**src/rtl/spi_pkg.sv**
```systemverilog
// Shared SPI definitions: receiver FSM states and the default link parameters
// used by both the transmitter and the receiver.
package spi_pkg;

    typedef enum logic {
        IDLE   = 1'b0,
        ACTIVE = 1'b1
    } spi_state_t;

    localparam int SPI_DATA_WIDTH = 8;
    localparam bit SPI_CS_POLAR   = 1'b0;
    localparam bit SPI_CPOL       = 1'b0;
    localparam bit SPI_CPHA       = 1'b0;

    // Modes 0 and 3 sample on the rising SCK edge, modes 1 and 2 on the falling one.
    function automatic logic sample_on_rising(input logic cpol, input logic cpha);
        return ~(cpol ^ cpha);
    endfunction

endpackage

```
**src/rtl/sync2.sv**
```systemverilog
// Two-flop synchronizer bringing one asynchronous SPI line into the system clock domain.
module sync2
    import spi_pkg::*;
#(
    parameter logic RST_VAL = 1'b0
) (
    input  logic clk,
    input  logic rst,
    input  logic d,
    output logic q
);

    logic meta;

    always_ff @(posedge clk) begin
        if (rst) begin
            meta <= RST_VAL;
            q    <= RST_VAL;
        end else begin
            meta <= d;
            q    <= meta;
        end
    end

endmodule

```
**src/rtl/spi_receiver.sv**
```systemverilog
// SPI slave receiver: oversamples SCK/MOSI/CS with clk_100 and delivers complete
// words through a valid/ready handshake with sticky overrun and framing flags.
module spi_receiver
    import spi_pkg::*;
#(
    parameter int P_DATA_WIDTH = SPI_DATA_WIDTH,
    parameter bit P_CS_POLAR   = SPI_CS_POLAR,
    parameter bit P_CPOL       = SPI_CPOL,
    parameter bit P_CPHA       = SPI_CPHA
) (
    input  logic                    clk_100,
    input  logic                    s_rst,
    input  logic                    SCK,
    input  logic                    MOSI,
    input  logic                    CS,
    output logic [P_DATA_WIDTH-1:0] data,
    output logic                    valid,
    input  logic                    ready,
    output logic                    overrun,
    output logic                    frame_err,
    output logic                    busy
);

    localparam int                CNT_W       = $clog2(P_DATA_WIDTH + 1);
    localparam logic [CNT_W-1:0]  CNT_FULL    = CNT_W'(P_DATA_WIDTH);
    localparam logic              SAMPLE_RISE = sample_on_rising(P_CPOL, P_CPHA);

    logic sck_s;
    logic mosi_s;
    logic cs_s;
    logic sck_prev;

    spi_state_t state_q;
    spi_state_t state_d;

    logic [CNT_W-1:0]        bit_cnt;
    logic [P_DATA_WIDTH-1:0] shift_reg;

    logic sample_edge;
    logic cs_sel;
    logic word_done;
    logic cs_drop;

    sync2 #(.RST_VAL(P_CPOL)) u_sync_sck (
        .clk (clk_100),
        .rst (s_rst),
        .d   (SCK),
        .q   (sck_s)
    );

    sync2 #(.RST_VAL(1'b0)) u_sync_mosi (
        .clk (clk_100),
        .rst (s_rst),
        .d   (MOSI),
        .q   (mosi_s)
    );

    sync2 #(.RST_VAL(!P_CS_POLAR)) u_sync_cs (
        .clk (clk_100),
        .rst (s_rst),
        .d   (CS),
        .q   (cs_s)
    );

    assign sample_edge = SAMPLE_RISE ? (sck_s & ~sck_prev) : (~sck_s & sck_prev);
    assign cs_sel      = (cs_s == P_CS_POLAR);
    assign word_done   = (state_q == ACTIVE) && (bit_cnt == CNT_FULL);
    assign cs_drop     = (state_q == ACTIVE) && !cs_sel;
    assign busy        = (state_q == ACTIVE);

    always_ff @(posedge clk_100) begin
        if (s_rst) begin
            state_q <= IDLE;
        end else begin
            state_q <= state_d;
        end
    end

    always_comb begin
        state_d = state_q;
        case (state_q)
            IDLE:    if (cs_sel)  state_d = ACTIVE;
            ACTIVE:  if (!cs_sel) state_d = IDLE;
            default: state_d = IDLE;
        endcase
    end

    // A word that has just filled the counter is complete, so a CS release in
    // that cycle ends the frame cleanly instead of flagging a framing error.
    always_ff @(posedge clk_100) begin
        if (s_rst) begin
            sck_prev  <= P_CPOL;
            bit_cnt   <= '0;
            shift_reg <= '0;
            data      <= '0;
            valid     <= 1'b0;
            overrun   <= 1'b0;
            frame_err <= 1'b0;
        end else begin
            sck_prev <= sck_s;

            if (state_q == IDLE) begin
                bit_cnt <= '0;
            end else if (cs_drop) begin
                bit_cnt <= '0;
                if ((bit_cnt != '0) && !word_done) begin
                    frame_err <= 1'b1;
                end
            end else if (sample_edge) begin
                shift_reg <= P_DATA_WIDTH'({shift_reg, mosi_s});
                bit_cnt   <= word_done ? CNT_W'(1) : bit_cnt + 1'b1;
            end else if (word_done) begin
                bit_cnt <= '0;
            end

            if (word_done) begin
                if (!valid || ready) begin
                    data  <= shift_reg;
                    valid <= 1'b1;
                end else begin
                    overrun <= 1'b1;
                end
            end else if (valid && ready) begin
                valid <= 1'b0;
            end
        end
    end

endmodule

```
**config.mk**
```make
export PLATFORM = sky130hd
export DESIGN_NAME = spi_receiver
export DESIGN_NICKNAME = d
export VERILOG_FILES = /design/src/rtl/spi_pkg.sv /design/src/rtl/sync2.sv /design/src/rtl/spi_receiver.sv
export SDC_FILE = /design/constraint.sdc
export NUM_CORES = 1
export LEC_CHECK = 0
export BUFFER_PORTS_ARGS = -buffer_cell sky130_fd_sc_hd__buf_4
export CORE_ASPECT_RATIO = 0.6
export CORE_UTILIZATION = 39
export CTS_CLUSTER_DIAMETER = 50
export DETAILED_ROUTE_END_ITERATION = 16
export GPL_ROUTABILITY_DRIVEN = 0
export PLACE_DENSITY = 0.66
export SYNTH_ARGS = -nofsm -noshare
export SYNTH_HDL_FRONTEND = slang
export SYNTH_SLANG_ARGS = --single-unit
```
**constraint.sdc**
```tcl
create_clock -name clk_100 -period 2.2 [get_ports clk_100]
set_input_delay 0.11 -clock clk_100 [delete_from_list [all_inputs] [get_ports clk_100]]
set_output_delay 0.11 -clock clk_100 [all_outputs]
set_load 0.02 [all_outputs]
```
==> results of run 1 <==
==> worst paths after layout <==
kind	from	slack, ps	end
hold / removal	CS	20	u_sync_cs.meta$_SDFF_PP1_
setup reg to reg	bit_cnt[0]$_SDFFE_PP0P_	750	data[3]$_SDFFE_PP0P_
hold reg to reg	u_sync_cs.meta$_SDFF_PP1_	410	u_sync_cs.q$_SDFF_PP1_
setup / recovery	bit_cnt[0]$_SDFFE_PP0P_	750	data[3]$_SDFFE_PP0P_
==> stage by stage <==
stage                     utilization (%)  hold WS, ps  total power [mW]  cell area [sq um]
after floorplan                         -        213.8            0.6011               1215
after global placement              46.80        296.4            0.6092               1361
after detailed placement            46.80        306.6            0.6100               1361
after CTS                           50.84        12.22             1.181               1479
after global routing                50.84        13.23             1.208               1479
final                               50.84        18.67             1.166               1479
==> logic make-up (layout without fill, tap and decap cells) <==
family	after synthesis	in the layout	share of synthesized area [%]
flops	31	31	51.08
fa+ha+maj	2	2	2.059
buf+inv	7	28	4.016
simple gates	48	48	23.89
compound gates	9	9	4.944
mux	17	17	14.01
==> cells in the mapped netlist <==
| master | instances |
|---|---|
| sky130_fd_sc_hd__nand2_1 | 1 |
| sky130_fd_sc_hd__o21ba_2 | 1 |
| sky130_fd_sc_hd__or2_2 | 2 |
| sky130_fd_sc_hd__nand3b_1 | 2 |
| sky130_fd_sc_hd__a21oi_2 | 1 |
| sky130_fd_sc_hd__nor2b_1 | 6 |
| sky130_fd_sc_hd__dfxtp_1 | 31 |
| sky130_fd_sc_hd__mux2i_1 | 17 |
| sky130_fd_sc_hd__o211ai_1 | 1 |
| sky130_fd_sc_hd__or3_1 | 1 |
| sky130_fd_sc_hd__buf_6 | 2 |
| sky130_fd_sc_hd__buf_4 | 2 |
| sky130_fd_sc_hd__nand4b_4 | 1 |
| sky130_fd_sc_hd__ha_1 | 2 |
| sky130_fd_sc_hd__clkbuf_1 | 1 |
| sky130_fd_sc_hd__a31oi_1 | 1 |
| sky130_fd_sc_hd__a21o_1 | 1 |
| sky130_fd_sc_hd__and4bb_1 | 1 |
| sky130_fd_sc_hd__nand3_1 | 3 |
| sky130_fd_sc_hd__nor2_1 | 12 |
| sky130_fd_sc_hd__inv_1 | 2 |
| sky130_fd_sc_hd__nand2b_1 | 19 |
| sky130_fd_sc_hd__a21oi_1 | 4 |
==> report_power, final <==
| group | leakage [nW] | internal (mW) | switching [mW] |
|---|---|---|---|
| sequential | 0.251 | 0.567 | 0.00315 |
| clock | 0.0612 | 0.366 | 0.203 |
| combinational | 0.228 | 0.0153 | 0.0113 |
| total | 0.541 | 0.949 | 0.218 |
==> critical path: stages (launching register included) <==
cell,delay [ps]
sky130_fd_sc_hd__dfxtp_1,350
sky130_fd_sc_hd__inv_1,70
sky130_fd_sc_hd__ha_1,230
sky130_fd_sc_hd__nand4b_4,170
sky130_fd_sc_hd__nor2b_1,130
sky130_fd_sc_hd__buf_4,200
sky130_fd_sc_hd__mux2i_1,220
==> area by class of cell <==
type / count / area (sq um) / share of cell area, %
sequential: 31 / 620.6 / 41.96
multi-input combinational: 76 / 545.5 / 36.89
timing repair buffer: 18 / 135.1 / 9.137
clock buffer: 6 / 82.58 / 5.584
tap: 42 / 52.55 / 3.553
clock inverter: 2 / 35.03 / 2.369
inverter: 2 / 7.507 / 0.5076
==> layer usage <==
metal  routed length [um]  vias up  global-route usage [%]  share of wire [%]
li1                     -      419                       -                  -
met1                 1042      352                   17.17                 53
met4                   59        0                   10.38                3.0
met3                  125        9                   6.027                6.3
met5                    0        -                       0                  0
met2                  750       23                   18.18                 38
==> summary by stage, run 1 <==
Routing
After detailed routing, the average wire length per cell comes to 11.17 um. The first routing iteration left 33 violations. The via density per instance is 4.537. The first detailed-routing pass took 4 iterations. The sum of routed wire length over all layers is 1977 um. In this run the remaining antenna-violating nets after routing total 0. The overall via count from detail_route is 803. For this run, design rule violations remaining after detail routing come to 0.

Yosys
Ranked by total cell area, the synthesized netlist is headed by sky130_fd_sc_hd__dfxtp_1 51%, sky130_fd_sc_hd__mux2i_1 14%, sky130_fd_sc_hd__nand2b_1 9.8%. The number of distinct standard cells referenced by the synthesized netlist is 23. The total nets after synthesis is 122.

The sequential fraction of the synthesis area is 51.08%. The top cell type by total area after synthesis is sky130_fd_sc_hd__dfxtp_1. The area share of the largest cell type after synthesis is 51.08%. Synthesis inferred 31 register bits. The total of warnings raised by yosys is 0. After technology mapping, the gate count stands at 114. The average size of a mapped cell is 10.66 sq um.

In this run the cell area of the synthesized design comes to 1215 sq um.

STA
The final worst-path cycle share is 65.96%. Setup repair after global routing left no endpoint under its margin. Setup slack on the critical path of the routed design comes to 748.9 ps. The number of failing setup endpoints in the final timing report is 0.

The final-report max-slew violation count is 0. The worst max-slew margin expressed relative to the limit is 69.78%. The total count of hold-check failures in the final report came to 0. Static timing analysis puts the maximum clock frequency at 689.1 MHz. The final critical path time including I/O delays and setup is 1451 ps.

The final-layout setup total negative slack is 0 ps. On the final layout, the worst clock skew is 7.885 ps. The transition time at the pin with the least slew margin is 453.3 ps.

Clock tree
The later-pin clock latency in the skew report is 280 ps. The clock edge transition at the registers on the reported setup and hold paths is 70 ps. The tree is rooted in a sky130_fd_sc_hd__clkbuf_8.

CTS built an H-tree with a depth of 2. The clock net sink count is 31. Buffers inserted to repair hold after CTS numbered 0. The clock tree from TritonCTS is built. The post-cts repair resize count is 0. Clock tree synthesis inserted a total of 5 buffers.

The count of buffers added by post-CTS timing repair for setup is 0. The maximum root-to-sink buffer count is 2.

GRT
The first global-routing pass estimated 3132 um of wire. In the global route stage, overall resource usage came out at 13.62%. After global routing the overflow that remains totals 0. Entering global routing, the biggest net connects 36 pins. The number of global-route vias before repair came to 697. The initial antenna violation count was 0.

Setup path
STA classifies the critical path endpoint as a register. The critical-path maximum fanout is 8. At the worst endpoint, the required time is 2400 ps. Data arrives at the worst endpoint at 1660 ps. The number of cells on the worst reg-to-reg path is 6. The kind of critical path is reg2reg. The kind of start point of the critical path is a register.

Min path
The instance count along the most critical hold path is 2. The min-delay analysis places its worst path in the category in2reg.

Power
The static power due to leakage is 0.5406 nW. The ratio of total power to cell area is 788.6 nW/um^2. The worst-case IR drop observed on VDD is 318.2 uV.

Floorplan
The horizontal die dimension is 74.06 um. During I/O placement, the number of pins put on the boundary was 18. The placeable core region is 2909 sq um. The number of cell rows is 15.

For this configuration, the core starts out at a cell density of 41.76%. The die covers 3350 sq um. The die is 45.24 um tall.

Cells and area
The ratio of cells with drive above 1 in the final layout is 22.96%. After the flow finishes, the layout carries non-filler instances totaling 177. The layout filler cell count is 266. In the layout the commonest cells are 31 x sky130_fd_sc_hd__dfxtp_1, 19 x sky130_fd_sc_hd__nand2b_1, 18 x sky130_fd_sc_hd__buf_4. The most common library cell in the layout ignoring fill and taps is sky130_fd_sc_hd__dfxtp_1.

The repair_antennas step left the layout with diodes totalling 0. The number of nets in the layout is 142. The layout-stage area growth over the synthesis result is 21.73%.

Placement
After legalization and detailed placement, the total HPWL measured 1372 um. The number of cells in the design after placement is 169. Timing analysis after detailed placement gives a worst setup slack of 780.0 ps. The count of buffers inserted at the top-level ports is 17.

Run
The max-capacitance violation count is 0.

Outcome
The run finished with clean final reports.
No activity file was read; power rests on OpenSTA's default activity.
==> run 2, diff against run 1 <==
- clock period: 2.2 -> 1.39 ns (I/O delays scaled with it)
==> summary by stage, run 2 (synthesis gave the netlist of run 1 again) <==
Setup path
The worst setup path is launched from a register. The launching element of the worst setup path is bit_cnt[1]$_SDFFE_PP0P_. The critical-path maximum fanout is 8 (unchanged). The arrival time reported for the critical path endpoint is 1500 ps (-160 ps).

The worst setup path is captured at a register. The critical path data required time was 1600 ps (-800 ps). The startpoint identified for the worst register-to-register timing path is bit_cnt[1]$_SDFFE_PP0P_. The kind of critical path is reg2reg.

STA
The final-layout setup total negative slack is 0 ps (unchanged). The final critical path time including I/O delays and setup is 1282 ps (-169.1 ps). The maximum operating frequency was 780.0 MHz (+13%). The final worst-path cycle share is 92.23% (+26 points). The setup clock skew after layout came to 6.269 ps (-1.616 ps). The worst max-slew margin expressed relative to the limit is 81.46% (+12 points). Setup repair after global routing left no endpoint under its margin. The transition time at the pin with the least slew margin is 278.1 ps (-175.2 ps). The final-report max-slew violation count was 0 (unchanged). The worst-case setup margin in the final layout came to 108.0 ps (-640.9 ps).

The total count of hold-check failures in the final report is 0 (unchanged). The number of failing setup endpoints in the final timing report is 0 (unchanged).

Floorplan
The overall die height came to 45.24 um (unchanged). The number of I/O pins is 18 (unchanged). The number of cell rows was 15 (unchanged). The effective utilization at floorplan came to 41.76% (unchanged). The horizontal die dimension is 74.06 um (unchanged). The placeable core region is 2909 sq um (unchanged). The area of the die is 3350 sq um (unchanged).

Power
The worst voltage drop across the vdd grid is 534.9 uV (+68%). The power after layout is 1.724 mW (+48%). The ratio of total power to cell area is 1131 nW/um^2 (+43%).

The static power due to leakage is 0.5587 nW (+3.3%).

GRT
The initial antenna violation count is 0 (unchanged). The pin count of the biggest net entering global routing is 36 (unchanged). The number of global-route vias before repair is 736 (+5.6%).

The all-layer global routing usage is 15.26% (+1.6 points). The global-route wire length before repair was 3443 um (+9.9%). The global-route congestion overflow total came to 0 (unchanged).

Routing
The final antenna-violating net count came to 0 (unchanged). The overall via count from detail_route came to 829 (+3.2%). The via density per instance is 4.555 (+0.40%). The sum of routed wire length over all layers is 2108 um (+6.6%).

The average wire length per cell after detail routing was 11.58 um (+3.7%). The number of violations reported at the end of detailed-routing iteration 0 is 35 (+6.1%). The first-pass iteration count of the detailed router is 4 (unchanged). The number of remaining DRC errors came to 0 (unchanged).

Clock tree
The maximum root-to-sink buffer count is 2 (unchanged). The clock net sink count is 31 (unchanged). The later-pin clock latency in the skew report is 290 ps (about the same). The count of buffers added by post-CTS timing repair for setup is 0 (unchanged). The cell sitting at the root of the clock tree is a sky130_fd_sc_hd__clkbuf_8.

The number of buffers created by CTS is 5 (unchanged). The number of levels the H-tree was split into is 2 (unchanged). The clock edge transition at the registers on the reported setup and hold paths is 60 ps (about the same). TritonCTS built the clock tree.

Min path
The worst min-delay path class is in2reg. The worst hold path begins at SCK.

Placement
The estimated wirelength of the detail-placed design is 1451 um (+5.8%). The worst-case setup slack after placement is 72.75 ps (-707.3 ps). The number of cells in the design after placement is 172 (+1.8%). The count of buffers inserted at the top-level ports came to 17 (unchanged).

Cells and area
The number of antenna repair diodes is 0 (unchanged). Leaving out fill and tap cells, the most frequent cell in the layout is sky130_fd_sc_hd__dfxtp_1. The count of placed standard cells in the final layout, fillers left out is 182 (+2.8%). The layout-stage area growth over the synthesis result is 25.54%. The number of nets in the layout came to 147 (+3.5%). The ratio of cells with drive above 1 in the final layout came to 25.00% (+2.0 points).

The layout filler cell count is 264 (-0.75%). The library cells used most frequently in the layout, excluding fill and tap cells, are 31 x sky130_fd_sc_hd__dfxtp_1, 19 x sky130_fd_sc_hd__nand2b_1, 19 x sky130_fd_sc_hd__buf_4.

Outcome
The run finished with clean final reports.

Run
The max-capacitance violation count came to 0 (unchanged).
## run 2: power breakdown
group	total [mW]	internal, mW	switching, mW
Sequential	0.903	0.898	0.00525
Combinational	0.0468	0.0279	0.0189
Clock	0.774	0.451	0.323
Total	1.72	1.38	0.347
## run 2: cell type report
class | instances | area, sq um | share of cell area (%)
tap | 42 | 52.55 | 3.445
timing repair buffer | 23 | 193.9 | 12.72
multi-input combinational | 76 | 550.5 | 36.10
inverter | 2 | 7.507 | 0.4922
clock buffer | 8 | 100.1 | 6.563
sequential | 31 | 620.6 | 40.69
## run 2: layer usage
metal / part of all wire (%) / GRT usage, % / vias up
li1: - / - / 427
met1: 52 / 19.34 / 377
met5: 0 / 0 / -
met4: 2.6 / 9.231 / 0
met2: 39 / 19.27 / 20
met3: 6.1 / 9.375 / 5
## run 2: final timing paths
check | to | slack [ps] | cells past startpoint
max | data[5]$_SDFFE_PP0P_ | 110 | 6
min | u_sync_sck.meta$_SDFF_PP0_ | 20 | 2
max reg2reg | data[5]$_SDFFE_PP0P_ | 110 | 6
min reg2reg | u_sync_cs.q$_SDFF_PP1_ | 420 | 1
## run 2: per-stage QoR
stage               hold slack (ps)  util (%)  area, sq um
finish                        23.00     52.43         1525
global route                  20.72     52.43         1525
CTS                           7.776     52.13         1516
detailed placement            260.0     48.00         1396
global placement              254.8     48.00         1396
floorplan                     173.3         -         1215
## run 2: worst max-delay path, cell delays in order (launching register included)
cell and delay, ps:
sky130_fd_sc_hd__dfxtp_1 330, sky130_fd_sc_hd__inv_1 60, sky130_fd_sc_hd__ha_2 210, sky130_fd_sc_hd__nand4b_4 110
sky130_fd_sc_hd__nor2b_2 130, sky130_fd_sc_hd__buf_6 160, sky130_fd_sc_hd__mux2i_1 200
## run 2: repair_timing
item,4_1_cts,5_1_grt
hold endpoints to repair,2,0
hold buffers,2,0
endpoints found under the setup margin,0,8
gates resized for setup,0,3
